[config.mk]
export PLATFORM = sky130hd
export DESIGN_NAME = sram_fifo_reader_flat
export DESIGN_NICKNAME = d
export VERILOG_FILES = /design/src/rtl/sram_fifo_reader_if.sv /design/src/rtl/sram_fifo_reader.sv /design/src/flat_wrapper.sv
export SDC_FILE = /design/constraint.sdc
export NUM_CORES = 1
export LEC_CHECK = 0
export ABC_AREA = 1
export CORE_MARGIN = 1
export CORE_UTILIZATION = 40
export CTS_CLUSTER_DIAMETER = 60
export DETAILED_ROUTE_END_ITERATION = 12
export GPL_TIMING_DRIVEN = 0
export PLACE_DENSITY_LB_ADDON = 0.15
export SYNTH_ARGS = -nofsm -noshare
export SYNTH_HDL_FRONTEND = slang
export SYNTH_SLANG_ARGS = --single-unit
export TNS_END_PERCENT = 30
[constraint.sdc]
create_clock -name clk_i -period 13.23 [get_ports clk_i]
set_input_delay 2.646 -clock clk_i [delete_from_list [all_inputs] [get_ports clk_i]]
set_output_delay 2.646 -clock clk_i [all_outputs]
set_load 0.05 [all_outputs]
[src/rtl/sram_fifo_reader_if.sv]
// Stream-side and FIFO-side signal bundle for sram_fifo_reader.
// master is the reader's view; slave is the FIFO/consumer environment's view.
interface sram_fifo_reader_if #(
  parameter int DATA_WIDTH = 32
);
  logic                  fifo_empty_i;
  logic                  fifo_pop_o;
  logic [DATA_WIDTH-1:0] fifo_data_i;
  logic                  out_valid_o;
  logic                  out_ready_i;
  logic [DATA_WIDTH-1:0] out_data_o;

  modport master (
    input  fifo_empty_i, fifo_data_i, out_ready_i,
    output fifo_pop_o, out_valid_o, out_data_o
  );

  modport slave (
    output fifo_empty_i, fifo_data_i, out_ready_i,
    input  fifo_pop_o, out_valid_o, out_data_o
  );
endinterface

[src/rtl/sram_fifo_reader.sv]
// Drains a BRAM-backed FIFO through a skid buffer onto a valid/ready stream.
// Define SRAM_FIFO_READER_DO_REG_EN when the FIFO has its output register (read latency 2).
module sram_fifo_reader #(
  parameter int DATA_WIDTH = 32,
  parameter int CNT_WIDTH  = 16
) (
  input  logic                 clk_i,
  input  logic                 rst_i,
  input  logic                 flush_i,
  sram_fifo_reader_if.master   bus,
  output logic [CNT_WIDTH-1:0] count_o,
  output logic                 idle_o
);
`ifdef SRAM_FIFO_READER_DO_REG_EN
  localparam int RD_LAT = 2;
`else
  localparam int RD_LAT = 1;
`endif
  localparam int BUF_DEPTH = RD_LAT + 2;

  logic [DATA_WIDTH-1:0] buf_mem [BUF_DEPTH];
  logic [1:0]            head;
  logic [1:0]            tail;
  logic [2:0]            buf_cnt;
  logic [RD_LAT-1:0]     trk;
  logic [2:0]            inflight;
  logic                  flush_q;
  logic                  pop;
  logic                  capture;
  logic                  handshake;

  function automatic logic [1:0] wrap_inc(input logic [1:0] p);
    return (p == 2'(BUF_DEPTH - 1)) ? 2'd0 : p + 2'd1;
  endfunction

  always_comb begin
    inflight = '0;
    for (int i = 0; i < RD_LAT; i++) begin
      inflight = inflight + {2'b00, trk[i]};
    end
  end

  // Reserving room for every word already in flight makes overflow impossible.
  assign pop = !rst_i && !bus.fifo_empty_i && !flush_i && !flush_q &&
               ((buf_cnt + inflight) < 3'(BUF_DEPTH));
  assign capture   = trk[RD_LAT-1];
  assign handshake = (buf_cnt != 3'd0) && bus.out_ready_i;

  assign bus.fifo_pop_o  = pop;
  assign bus.out_valid_o = (buf_cnt != 3'd0);
  assign bus.out_data_o  = buf_mem[head];
  assign idle_o          = (buf_cnt == 3'd0) && (inflight == 3'd0) && bus.fifo_empty_i;

  always_ff @(posedge clk_i) begin
    if (rst_i) begin
      head    <= '0;
      tail    <= '0;
      buf_cnt <= '0;
      trk     <= '0;
      flush_q <= 1'b0;
      count_o <= '0;
      for (int i = 0; i < BUF_DEPTH; i++) begin
        buf_mem[i] <= '0;
      end
    end else begin
      flush_q <= flush_i;
      if (handshake) begin
        count_o <= count_o + CNT_WIDTH'(1);
      end
      // A flush drops both buffered words and whatever the FIFO is still returning.
      if (flush_i) begin
        head    <= '0;
        tail    <= '0;
        buf_cnt <= '0;
        trk     <= '0;
      end else begin
        trk <= RD_LAT'({trk, pop});
        if (capture) begin
          buf_mem[tail] <= bus.fifo_data_i;
          tail          <= wrap_inc(tail);
        end
        if (handshake) begin
          head <= wrap_inc(head);
        end
        case ({capture, handshake})
          2'b10:   buf_cnt <= buf_cnt + 3'd1;
          2'b01:   buf_cnt <= buf_cnt - 3'd1;
          default: buf_cnt <= buf_cnt;
        endcase
      end
    end
  end
endmodule
[src/flat_wrapper.sv]
// flat-port wrapper written by rule: the top's interface ports become plain ports
module sram_fifo_reader_flat 
#(
  parameter int DATA_WIDTH = 32,
  parameter int CNT_WIDTH  = 16
)
  (clk_i, rst_i, flush_i, count_o, idle_o, bus_fifo_empty_i, bus_fifo_data_i, bus_out_ready_i, bus_fifo_pop_o, bus_out_valid_o, bus_out_data_o);
  sram_fifo_reader_if #(.DATA_WIDTH(DATA_WIDTH)) bus_i ();
  input  logic clk_i;
  input  logic rst_i;
  input  logic flush_i;
  output logic [CNT_WIDTH-1:0] count_o;
  output logic idle_o;
  input wire logic [$bits(bus_i.fifo_empty_i)-1:0] bus_fifo_empty_i;
  input wire logic [$bits(bus_i.fifo_data_i)-1:0] bus_fifo_data_i;
  input wire logic [$bits(bus_i.out_ready_i)-1:0] bus_out_ready_i;
  output wire logic [$bits(bus_i.fifo_pop_o)-1:0] bus_fifo_pop_o;
  output wire logic [$bits(bus_i.out_valid_o)-1:0] bus_out_valid_o;
  output wire logic [$bits(bus_i.out_data_o)-1:0] bus_out_data_o;
  assign bus_i.fifo_empty_i = bus_fifo_empty_i;
  assign bus_i.fifo_data_i = bus_fifo_data_i;
  assign bus_i.out_ready_i = bus_out_ready_i;
  assign bus_fifo_pop_o = bus_i.fifo_pop_o;
  assign bus_out_valid_o = bus_i.out_valid_o;
  assign bus_out_data_o = bus_i.out_data_o;
  sram_fifo_reader #(.DATA_WIDTH(DATA_WIDTH), .CNT_WIDTH(CNT_WIDTH)) u_core (.clk_i(clk_i), .rst_i(rst_i), .flush_i(flush_i), .bus(bus_i), .count_o(count_o), .idle_o(idle_o));
endmodule
==> impl_metrics.env <==
export IMPL_status="finished, final reports clean"
export IMPL_wl_per_cell_um=16.43
export IMPL_drv_slew=0
export IMPL_critPathKind="input pin to output port"
export IMPL_clk_latency_ns=0.42
export IMPL_startpoint_type="input pin"
export IMPL_hold_viol_final=0
export IMPL_numCtsBuffers=17
export IMPL_yosysWarnings=0
export IMPL_arrival_ns=4.65
export IMPL_drt_iter0_drc=415
export IMPL_drive_gt1_frac=0.08786
export IMPL_required_ns=10.58
export IMPL_first_global_vias=5030
export IMPL_synth_xor_area_share=0.001302
export IMPL_synth_mux_area_frac=0
export IMPL_sequentialPowerShare=0.487
export IMPL_p_int_uw=875.7
export IMPL_max_freq_mhz=137.1
export IMPL_synth_compound_area_frac=0.09767
export IMPL_num_fill_cells=1438
export IMPL_r2r_start="u_core.tail[1]"
export IMPL_fin_cells=994
export IMPL_cts_setup_buffers=0
export IMPL_rows=47
export IMPL_gp_congestion=0.8109
export IMPL_syn_to_final_growth_pct=26.94
export IMPL_detail_route_antenna_nets=0
export IMPL_die_w_um=131.7
export IMPL_yosys_area_share_simple=0.1730
export IMPL_clkTransAtPathRegs_ns=0.06
export IMPL_multiInputGateArea_sq_mm=0.001913
export IMPL_yosysSeqAreaShare=0.6519
export IMPL_synthTopCellsByArea="edfxtp_1, nor2_1, dfxtp_1"
export IMPL_io_buffers=87
export IMPL_ir_drop_mv=0.09296
export IMPL_nets=803
export IMPL_cts_root_buf="clkbuf_16"
export IMPL_grt_pass1_wl_um=25850
export IMPL_cts_tree="yes"
export IMPL_num_io_pins=88
export IMPL_syn_area_per_cell_sq_um=10.36
export IMPL_dpl_hpwl_um=10490
export IMPL_syn_num_nets=691
export IMPL_fin_crit_ns=7.296
export IMPL_combPwrFrac=0.065
export IMPL_start_util=0.4070
export IMPL_die_height_um=131.7
export IMPL_worst_r2r_endpoint="u_core.buf_mem[3][10]"
export IMPL_synth_edff_count=128
export IMPL_switchingPower_uw=235.5
export IMPL_finalCritPeriodShare=0.5515
export IMPL_htreeDepth=4
export IMPL_grtUsageTotal=0.1966
export IMPL_fin_setup_tns_ns=0
export IMPL_vias_per_cell=5.025
export IMPL_synthMostInstantiatedCell="nor2_1"
export IMPL_antenna_found_initial=1
export IMPL_reg2reg_slack_ns=11.05
export IMPL_synth_top_flop_cell="edfxtp_1"
export IMPL_cts_max_path_buffers=2
export IMPL_power_per_cell_area_mw_per_mm2=130.2
export IMPL_grt_overflow=0
export IMPL_die_area_sq_mm=0.01734
export IMPL_hold_buffers=0
export IMPL_clock_sinks=155
export IMPL_swShare=0.2120
export IMPL_num_antenna_cells=0
export IMPL_cap_violations=0
export IMPL_dr_total_vias=4995
export IMPL_timing_critical_path_from="rst_i"
export IMPL_seq_area_sq_mm=0.004384
export IMPL_ys_ff_latch=155
export IMPL_synth_top_family_by_area="simple AND/OR/NAND/NOR gates"
export IMPL_clkPwrFrac=0.447
export IMPL_synth_distinct_cells=29
export IMPL_place_area_sq_mm=0.007946
export IMPL_cp_max_fo=6
export IMPL_slew_headroom=0.4026
export IMPL_synthAdderAreaFrac=0.01042
export IMPL_syn_cell_area_sq_mm=0.006725
export IMPL_design_core_area_sq_mm=0.01652
export IMPL_drt_wl_total_um=16330
export IMPL_rsz0062_at_grt="false"
export IMPL_setup_viol_count_final=0
export IMPL_ctsResizeCount=0
export IMPL_async_flop_share=0
export IMPL_drc=0
export IMPL_reg2reg_depth=5
export IMPL_synth_common_cells="nor2_1, edfxtp_1, o21ai_0"
export IMPL_grt_max_degree=33
export IMPL_endpoint_kind="output port"
export IMPL_first_pass_iters=4
export IMPL_cp_endpoint="bus_fifo_pop_o"
export IMPL_synth_top_cell_area_share=0.5715
export IMPL_p_leak_nw=3.257
export IMPL_syn_inst=649
export IMPL_dp_cells=962
export IMPL_yosys_area_top_type="edfxtp_1"
export IMPL_fin_area_sq_mm=0.008537
export IMPL_hold_path_class="flop to flop"
export IMPL_skew_ns=0.006559
export IMPL_tightest_slew_ns=0.8929
[sequential cells by signal (all words and copies together) (netlist names), named ones only]
name,count
u_core.capture,1
u_core.buf_cnt,3
u_core.tail,2
u_core.head,2
u_core.buf_mem,128
u_core.count_o,16
u_core.flush_q,1
[per-stage QoR]
stage / power [mW] / util / hold WS, ns / setup WS [ns]
2_1_floorplan: 0.5912 / - / 0.3986 / 6.214
3_3_place_gp: 0.6231 / 0.4763 / 0.4063 / 3.481
3_5_place_dp: 0.6250 / 0.4809 / 0.4112 / 5.913
4_1_cts: 1.117 / 0.5166 / 0.4203 / 5.912
5_1_grt: 1.139 / 0.5166 / 0.4501 / 5.814
6_report: 1.111 / 0.5166 / 0.4201 / 5.934
[placed cells by master, fill, tap and decap left out]
cell             instances
o21ai_1                  4
buf_12                   1
clkbuf_1                19
bufinv_16                4
nor2_8                   1
nor3_1                   3
fa_1                     1
nor2_2                   2
ha_1                     4
a211oi_1                 1
buf_4                    4
inv_1                   64
buf_6                   11
o21ai_0                 71
clkinv_2                 3
edfxtp_1               128
nand4_1                  6
a21boi_2                 1
nand3_4                  3
inv_2                    2
nor2_4                   3
nand2_1                 34
nor4_1                   2
xnor2_1                  1
buf_2                    5
clkinv_1                 4
dfxtp_1                 27
o22ai_1                 32
nor2_1                 196
clkbuf_16               17
o21bai_1                 1
a21oi_1                  9
nor4_2                   1
o211a_1                  1
clkdlybuf4s50_1         87
nand3_1                 11
nand2_2                 10
[cell type report]
type	count	share of cell area
repair buffers	93	0.1092
multi-input cells	398	0.2241
inverters	66	0.02902
clock inverters	11	0.01759
plain buffers	30	0.02272
well taps	220	0.03224
clock buffers	21	0.05159
flip-flops and latches	155	0.5136
[critical path, stage by stage]
cell and delay (ns):
clkdlybuf4s50_1 0.56, nor2_4 0.21, inv_2 0.13, nor4_1 0.25, clkdlybuf4s50_1 0.85
[layer usage]
metal  wire (um)  vias up  GRT usage
li1            -     2428          -
met1        7277     2413     0.2485
met2        8007      130     0.3260
met3         809       22    0.04745
met4         223        2    0.07364
met5          11        -          0
[worst min path at each step]
stage / from / cells after the start / end / slack, ns
floorplan: u_core.flush_q / 1 / u_core.capture / 0.40
global placement: u_core.flush_q / 1 / u_core.capture / 0.41
CTS: u_core.flush_q / 1 / u_core.capture / 0.42
global route: u_core.flush_q / 1 / u_core.capture / 0.45
detailed placement: u_core.flush_q / 1 / u_core.capture / 0.41
finish: u_core.flush_q / 1 / u_core.capture / 0.42
[cells by family (layout without fill, tap and decap cells)]
logic type / after synthesis / count (layout)
compound gates: 120 / 120
xor+xnor: 1 / 1
fa+ha+maj: 5 / 5
buf+inv: 96 / 221
flops: 155 / 155
simple gates: 272 / 272
[power by group through the flow]
stage | sequential [mW] | clock, mW | combinational, mW
after floorplan | 0.552 | 0 | 0.0397
after global routing | 0.543 | 0.519 | 0.0775
after global placement | 0.552 | 0 | 0.0712
after CTS | 0.542 | 0.502 | 0.0733
after detailed placement | 0.552 | 0 | 0.0731
final | 0.542 | 0.497 | 0.0727
(Power assumes the default switching activity.)
